===== config.mk =====
export PLATFORM = sky130hd
export DESIGN_NAME = note2dds_voice_sched_flat
export DESIGN_NICKNAME = d
export VERILOG_FILES = /design/src/rtl/note2dds_voice_sched_if.sv /design/src/rtl/note2dds_voice_sched.sv /design/src/flat_wrapper.sv
export SDC_FILE = /design/constraint.sdc
export NUM_CORES = 1
export LEC_CHECK = 0
export ABC_AREA = 1
export BUFFER_PORTS_ARGS = -buffer_cell sky130_fd_sc_hd__buf_2
export CELL_PAD_IN_SITES_DETAIL_PLACEMENT = 1
export CELL_PAD_IN_SITES_GLOBAL_PLACEMENT = 2
export CORE_MARGIN = 2
export CORE_UTILIZATION = 28
export CTS_CLUSTER_SIZE = 14
export DETAILED_ROUTE_END_ITERATION = 10
export GPL_TIMING_DRIVEN = 1
export PLACE_DENSITY = 0.92
export REMOVE_ABC_BUFFERS = 1
export SKIP_CTS_REPAIR_TIMING = 1
export SYNTH_ARGS = -nofsm -noshare
export SYNTH_HDL_FRONTEND = slang
export SYNTH_SLANG_ARGS = --single-unit

===== constraint.sdc =====
create_clock -name clk -period 2.4 [get_ports clk]
set_input_delay 0.48 -clock clk [delete_from_list [all_inputs] [get_ports clk]]
set_output_delay 0.48 -clock clk [all_outputs]
set_load 0.01 [all_outputs]

===== src/rtl/note2dds_voice_sched_if.sv =====
// Bundle of signals between the voice-allocation logic, the shared
// note-to-increment converter and the scheduler.
//   note_in     : per-voice note numbers, voice i in [7i+6:7i]
//   note_we     : per-voice one-cycle write strobes
//   conv_note   : note presented to the shared converter
//   conv_adder  : converter result (phase increment)
//   adder_out   : per-voice phase increments, voice i in [32i+31:32i]
//   adder_valid : per-voice flag, increment matches latest written note
//   busy        : any conversion pending or in flight
// Modport slave is the scheduler; master is its environment.
interface note2dds_voice_sched_if #(
    parameter int VOICES = 4
);
    logic [7*VOICES-1:0]  note_in;
    logic [VOICES-1:0]    note_we;
    logic [6:0]           conv_note;
    logic [31:0]          conv_adder;
    logic [32*VOICES-1:0] adder_out;
    logic [VOICES-1:0]    adder_valid;
    logic                 busy;

    modport master (
        output note_in, note_we, conv_adder,
        input  conv_note, adder_out, adder_valid, busy
    );

    modport slave (
        input  note_in, note_we, conv_adder,
        output conv_note, adder_out, adder_valid, busy
    );
endinterface


===== src/rtl/note2dds_voice_sched.sv =====
// Round-robin scheduler sharing one note-to-DDS-increment converter among
// VOICES voices. Written notes become pending; the scheduler issues one
// pending note at a time to the converter, holds conv_note stable for the
// converter latency LAT, then captures the result into the voice's
// increment register.
// Ports:
//   clk : rising-edge clock
//   rst : synchronous active-high reset
//   bus : note2dds_voice_sched_if slave modport (see interface file)
module note2dds_voice_sched #(
    parameter int VOICES = 4,
    parameter int LAT    = 2
) (
    input logic                   clk,
    input logic                   rst,
    note2dds_voice_sched_if.slave bus
);
    localparam int IDX_W = (VOICES > 1) ? $clog2(VOICES) : 1;
    localparam int CNT_W = (LAT > 0) ? $clog2(LAT + 1) : 1;

    typedef enum logic {SCAN = 1'b0, HOLD = 1'b1} state_t;

    state_t                  state, state_nxt;
    logic [VOICES-1:0][6:0]  note_reg;
    logic [VOICES-1:0][31:0] adder_reg;
    logic [VOICES-1:0]       pending;
    logic [VOICES-1:0]       valid;
    logic [6:0]              conv_note_p0;
    logic [CNT_W-1:0]        cnt;
    logic [IDX_W-1:0]        cur;
    logic [IDX_W-1:0]        rr;
    logic [IDX_W-1:0]        sel;
    logic                    any_pend;
    logic                    at_lat;
    logic                    issue;
    logic                    capture;
    logic                    busy_c;

    function automatic logic [IDX_W-1:0] wrap_idx(input logic [IDX_W-1:0] base,
                                                  input int k);
        int s;
        s = (int'(base) + k) % VOICES;
        return s[IDX_W-1:0];
    endfunction

    assign any_pend = |pending;
    assign at_lat   = (cnt == CNT_W'(LAT));

    // Walk downward so the closest pending voice at or after rr wins.
    always_comb begin
        sel = rr;
        for (int k = VOICES - 1; k >= 0; k--) begin
            if (pending[wrap_idx(rr, k)]) sel = wrap_idx(rr, k);
        end
    end

    always_ff @(posedge clk) begin
        if (rst) state <= SCAN;
        else     state <= state_nxt;
    end

    always_comb begin
        state_nxt = state;
        case (state)
            SCAN:    if (any_pend) state_nxt = HOLD;
            HOLD:    if (at_lat)   state_nxt = SCAN;
            default: state_nxt = SCAN;
        endcase
    end

    always_comb begin
        issue   = (state == SCAN) && any_pend;
        capture = (state == HOLD) && at_lat;
        busy_c  = any_pend || (state == HOLD);
    end

    // Issue stage: conv_note only moves here, so it stays put until capture.
    always_ff @(posedge clk) begin
        if (rst) begin
            conv_note_p0 <= '0;
            cnt          <= '0;
            cur          <= '0;
            rr           <= '0;
        end else if (issue) begin
            conv_note_p0 <= note_reg[sel];
            cnt          <= '0;
            cur          <= sel;
            rr           <= wrap_idx(sel, 1);
        end else if ((state == HOLD) && !at_lat) begin
            cnt <= cnt + 1'b1;
        end
    end

    // Per-voice state; a fresh strobe overrides any same-cycle clear or set.
    always_ff @(posedge clk) begin
        if (rst) begin
            note_reg  <= '0;
            adder_reg <= '0;
            pending   <= '0;
            valid     <= '0;
        end else begin
            for (int i = 0; i < VOICES; i++) begin
                if (bus.note_we[i]) begin
                    note_reg[i] <= bus.note_in[7*i +: 7];
                    pending[i]  <= 1'b1;
                    valid[i]    <= 1'b0;
                end else begin
                    if (issue && (sel == IDX_W'(i))) pending[i] <= 1'b0;
                    if (capture && (cur == IDX_W'(i))) valid[i] <= ~pending[i];
                end
                // A stale result is still written; valid stays low until re-serviced.
                if (capture && (cur == IDX_W'(i))) adder_reg[i] <= bus.conv_adder;
            end
        end
    end

    assign bus.conv_note   = conv_note_p0;
    assign bus.adder_out   = adder_reg;
    assign bus.adder_valid = valid;
    assign bus.busy        = busy_c;
endmodule


===== src/flat_wrapper.sv =====
// flat-port wrapper written by rule: the top's interface ports become plain ports
module note2dds_voice_sched_flat 
#(
    parameter int VOICES = 4,
    parameter int LAT    = 2
)
  (clk, rst, bus_note_in, bus_note_we, bus_conv_adder, bus_conv_note, bus_adder_out, bus_adder_valid, bus_busy);
  note2dds_voice_sched_if #(.VOICES(VOICES)) bus_i ();
  input logic clk;
  input logic rst;
  input wire logic [$bits(bus_i.note_in)-1:0] bus_note_in;
  input wire logic [$bits(bus_i.note_we)-1:0] bus_note_we;
  input wire logic [$bits(bus_i.conv_adder)-1:0] bus_conv_adder;
  output wire logic [$bits(bus_i.conv_note)-1:0] bus_conv_note;
  output wire logic [$bits(bus_i.adder_out)-1:0] bus_adder_out;
  output wire logic [$bits(bus_i.adder_valid)-1:0] bus_adder_valid;
  output wire logic [$bits(bus_i.busy)-1:0] bus_busy;
  assign bus_i.note_in = bus_note_in;
  assign bus_i.note_we = bus_note_we;
  assign bus_i.conv_adder = bus_conv_adder;
  assign bus_conv_note = bus_i.conv_note;
  assign bus_adder_out = bus_i.adder_out;
  assign bus_adder_valid = bus_i.adder_valid;
  assign bus_busy = bus_i.busy;
  note2dds_voice_sched #(.VOICES(VOICES), .LAT(LAT)) u_core (.clk(clk), .rst(rst), .bus(bus_i));
endmodule

==> results of run 1 <==
## worst min-delay path, stage by stage
cell,delay (ns)
buf_2,0.08
nor2_1,0.03
nor2_1,0.08
## worst paths after layout
check	end	start	depth (start not counted)	slack [ns]
hold reg to reg	u_core.cnt[0]	u_core.cnt[0]	2	0.46
hold / removal	u_core.note_reg[20]	bus_note_in[20]	3	0.27
setup reg to reg	u_core.rr[1]	u_core.rr[0]	12	0.26
setup / recovery	u_core.rr[1]	u_core.rr[0]	12	0.26
## placed cells by master, fill, tap and decap left out, drive strengths merged
cell type	instances
nor4	1
a31oi	1
o211ai	4
nand3	24
ha	1
a21oi	19
nor3	4
o21ai	165
inv	44
buf	222
nand4	2
a211oi	1
dfxtp	178
clkbuf	18
clkinv	8
nor2	322
nand2	70
clkinvlp	1
or2	1
## report_power, final
| group | total, uW | switching (uW) | internal, uW |
|---|---|---|---|
| clock | 2820 | 1420 | 1410 |
| sequential | 3160 | 97.3 | 3060 |
| combinational | 1100 | 741 | 355 |
| total | 7080 | 2250 | 4820 |
## cells by family after synthesis
logic type	count (synthesis)	share of synthesized area
and+or+nand+nor	424	0.258
AOI/OAI and AO/OA	190	0.146
DFF	178	0.538
buffers and inverters	89	0.0563
adders and majority gates	1	0.00189
## metrics by stage
step / setup WS (ns) / instances / hold WS [ns]
4_1_cts: 0.210 / 1405 / 0.249
3_5_place_dp: 0.271 / 1373 / 0.456
2_1_floorplan: -0.797 / 832 / 0.432
6_report: 0.257 / 1405 / 0.270
5_1_grt: 0.0160 / 1405 / 0.265
3_3_place_gp: 0.350 / 1373 / 0.448
## per-layer routing
metal | part of all wire | track usage | vias to the layer above
met3 | 0.084 | 0.0635 | 20
li1 | - | - | 3200
met1 | 0.45 | 0.242 | 3112
met5 | 0 | 0 | -
met4 | 0.012 | 0.0563 | 0
met2 | 0.45 | 0.306 | 186
## layout make-up
class,count,area (sq um)
Clock buffer,18,429
Clock inverter,14,164
Fill cell,2933,14700
Inverter,39,154
Multi-Input combinational cell,615,2710
Sequential cell,178,3560
Tap cell,319,399
Timing Repair Buffer,222,1190
==> impl_metrics.tcl, run 1 <==
set metrics [dict create \
    status "finished, final reports clean" \
    grt_util_all_layers 0.190 \
    grt_max_degree 58 \
    io_pins 206 \
    die_x_microns 158 \
    synth_edf_count 0 \
    crit_arrival_ns 2.50 \
    syn_avg_cell_area_sq_um 7.51 \
    wire_per_inst_microns 16.5 \
    setup_violations 0 \
    vias_per_cell 4.64 \
    drt_iter0_markers 344 \
    ant_nets 0 \
    antenna_found_initial 0 \
    max_stage_delay_ns 0.57 \
    finalPower_uw 7080 \
    path_class "flop to flop" \
    largest_reg_flops 128 \
    root_buffer "clkbuf_16" \
    final_area_sq_mm 0.00861 \
    drt_pre_antenna_iters 4 \
    slew_viol_final 0 \
    async_reset_ff_frac 0 \
    yosysWarningCount 0 \
    ys_top_cells_by_count "nor2_1 (315), dfxtp_1 (178), o21ai_0 (164)" \
    syn-cell-area_sq_mm 0.00662 \
    die_area_sq_mm 0.0249 \
    path_common_cell "nand2_1" \
    fp-row-count 56 \
    finalCritPeriodShare 0.893 \
    p_leak_uw 0.00432 \
    min_period_ns 2.14 \
    crit_path_end_kind "flop" \
    insertion_delay_ns 0.44 \
    ir_drop_uv 359 \
    grt_pass1_vias 6731 \
    startpoint_type "flop" \
    vias 6518 \
    utilization 0.369 \
    clk_pin_slew_ns 0.08 \
    drive_gt1_frac 0.262 \
    grt.overflow.total 0 \
    path_buf_inv 2 \
    holdCritPathClass "input port to flop" \
    worst_pin_slew_ns 0.661 \
    cts.sinks 178 \
    numPortBuffers 205 \
    clockBufferDepth 2 \
    synthFlopType "dfxtp_1" \
    dpl_cell_area_sq_mm 0.00801 \
    cts_tree "done" \
    path_cells "inv_6 > nand2_1 > nand2_1 > nand2_1 > nand3_1 > nand3_1 > nand2_2 > nand2_4 > inv_2 > nor2_2 > nand2_1 > a31oi_1" \
    die_y_microns 158 \
    slowest_stage "dfxtp_1" \
    drc 0 \
    synth_area_leader_cell "dfxtp_1" \
    cp.required_ns 2.76 \
    max_slew_margin 0.559 \
    critPathMaxFanout 11 \
    grt_pass1_wl_mm 36.6 \
    yosys.cell_count.top_type "nor2_1" \
    yosysUniqueCellTypes 27 \
    antenna_cells 0 \
    routed_wl_mm 23.2 \
    cp_top_family "simple AND/OR/NAND/NOR gates" \
    finClkSkew_ns 0.0161 \
    ys_ff_latch 178 \
    fin_nets 1140 \
    start_util 0.284 \
    rsz0062_at_grt "false" \
    seq_area_frac_synth 0.538 \
    hpwl_mm 15.7 \
    syn2layout_area_growth_pct 30.0 \
    numCtsBuffers 17 \
    synth_top_area_frac 0.538 \
    core-area_sq_mm 0.0233 \
    tns_ns 0 \
    synth.top_cells.by_area "dfxtp_1 (54%), nor2_1 (18%), o21ai_0 (12%)" \
    p_per_area_mw_per_mm2 822 \
    h-tree-depth 4 \
    final-hold-violation-count 0 \
    max_freq_mhz 467 \
    syn_inst 882 \
    cap_violations 0 \
    gp_congestion 0.804 \
]
Power figures use the tool's default switching activity.
==> inputs of run 2 (changes only) <==
--- a/config.mk
+++ b/config.mk
@@ -15,6 +15,7 @@
 export DETAILED_ROUTE_END_ITERATION = 10
 export GPL_TIMING_DRIVEN = 1
 export PLACE_DENSITY = 0.92
+export RECOVER_POWER = 100
 export REMOVE_ABC_BUFFERS = 1
 export SKIP_CTS_REPAIR_TIMING = 1
 export SYNTH_ARGS = -nofsm -noshare
==> impl_metrics.tcl, run 2 (synthesized netlist as in run 1, its figures left out) <==
set metrics [dict create \
    status "finished, final reports clean" \
    r2r_end "u_core.bus.adder_out[118]" \
    cp_top_family "simple AND/OR/NAND/NOR gates" \
    holdCritPathClass "input port to flop" \
    drive_gt1_frac 0.123 \
    routed_wl_mm 23.1 \
    cp-endpoint "u_core.bus.adder_out[118]" \
    slowest_stage "nor3_1" \
    p_leak_uw 0.00370 \
    final_common_cell "nor2_1" \
    whs_ns 0.273 \
    path_class "flop to flop" \
    final_area_sq_mm 0.00839 \
    antenna_cells 0 \
    die_x_microns 158 \
    met1_usage 0.242 \
    critPathLaunch "u_core.cnt[0]" \
    most-common-layout-cells "nor2_1 (317), dfxtp_1 (178), o21ai_0 (164)" \
    finalCritPeriodShare 0.901 \
    dpl_cell_area_sq_mm 0.00801 \
    p_seq_frac 0.448 \
    setup_violations 0 \
    vias_per_cell 4.62 \
    swShare 0.318 \
    critPathMaxFanout 32 \
    nFillCells 2994 \
    max_stage_delay_ns 0.63 \
    numCtsBuffers 17 \
    slew_viol_final 0 \
    final-hold-violation-count 0 \
    clk_pin_slew_ns 0.08 \
    drt_pre_antenna_iters 4 \
    grt.overflow.total 0 \
    r2r-start "u_core.cnt[0]" \
    met2_usage 0.306 \
    cap_violations 0 \
    ir_drop_uv 357 \
    rsz0062_at_grt "false" \
    gp_congestion 0.804 \
    ant_nets 0 \
    startpoint_type "flop" \
    hold_start "bus_note_in[15]" \
    crit_path_end_kind "flop" \
    cts_tree "done" \
    crit_arrival_ns 2.48 \
    max_slew_margin 0.357 \
    rrSetupSlack_ns 0.24 \
    fp-row-count 56 \
    gr-max-usage-layer "met2" \
    cp.required_ns 2.72 \
    wire_per_inst_microns 16.5 \
    path_cells "inv_1 > ha_1 > nand2_1 > nor3_1 > inv_1 > clkbuf_4 > nor2_1 > nor2_1" \
    die_y_microns 158 \
    use_met3 0.0635 \
    finClkSkew_ns 0.0156 \
    fin_nets 1140 \
    vias 6497 \
    root_buffer "clkbuf_16" \
    max_freq_mhz 463 \
    cts.sinks 178 \
    drc 0 \
    largest_reg_flops 128 \
    p_clk_frac 0.400 \
    worst-path-stages 8 \
    syn2layout_area_growth_pct 26.7 \
    insertion_delay_ns 0.44 \
    finalPower_uw 7040 \
    numPortBuffers 205 \
    clockBufferDepth 2 \
    grt_pass1_wl_mm 36.6 \
    core-area_sq_mm 0.0233 \
    p_switching_uw 2240 \
    path_buf_inv 3 \
    grt_max_degree 58 \
    hpwl_mm 15.7 \
    reg2reg_depth 8 \
    die_area_sq_mm 0.0249 \
    grt_pass1_vias 6731 \
    io_pins 206 \
    grt_util_all_layers 0.190 \
    antenna_found_initial 0 \
    worst_pin_slew_ns 0.964 \
    h-tree-depth 4 \
    p_per_area_mw_per_mm2 839 \
    combPwrFrac 0.151 \
    drt_iter0_markers 316 \
    min_period_ns 2.16 \
    start_util 0.284 \
    p_int_uw 4800 \
]
[run 2: cell types whose count changed in the layout (fill, tap and decap cells not counted), sizes merged]
cell / previous run / this run
buf: 222 / 76
clkbuf: 18 / 164
[run 2: per-layer routing]
metal	vias up	part of all wire
met5	-	0
met2	186	0.45
li1	3200	-
met1	3094	0.46
met3	17	0.080
met4	0	0.011
[run 2: final cells by class]
cell class              instances  area, sq um  share of cell area
well taps                     319          399              0.0476
inverters                      39          154              0.0183
clock buffers                  18          429              0.0512
clock inverters                14          164              0.0195
multi-input cells             615         2680               0.319
repair buffers                222         1000               0.120
flip-flops and latches        178         3560               0.425
[run 2: power groups by stage]
stage | Combinational, uW | Clock (uW) | Sequential [uW]
2_1_floorplan | 712 | 0 | 3210
3_3_place_gp | 1060 | 0 | 3220
3_5_place_dp | 1100 | 0 | 3220
4_1_cts | 1110 | 2900 | 3150
5_1_grt | 1210 | 3020 | 3170
6_report | 1070 | 2820 | 3150
[run 2: metrics by stage]
stage,instances,setup TNS [ns],util,setup WS (ns)
after floorplan,832,-110.15,-,-0.797
after global placement,1373,0,0.343,0.350
after detailed placement,1373,0,0.343,0.271
after CTS,1405,0,0.369,0.210
after global routing,1405,0,0.360,0.0323
final,1405,0,0.360,0.238
[run 2: worst min-delay path by stage]
stage	cells past startpoint	end	slack (ns)
after global routing	3	u_core.note_reg[0]	0.26
after floorplan	2	u_core.note_reg[13]	0.43
after CTS	3	u_core.note_reg[15]	0.25
final	3	u_core.note_reg[15]	0.27
after detailed placement	2	u_core.note_reg[8]	0.46
after global placement	2	u_core.cnt[0]	0.45
[run 2: worst register-to-register path: stages, from the launching register on]
cell	delay (ns)
dfxtp_1	0.31
inv_1	0.07
ha_1	0.16
nand2_1	0.13
nor3_1	0.63
inv_1	0.09
clkbuf_4	0.38
nor2_1	0.21
nor2_1	0.07
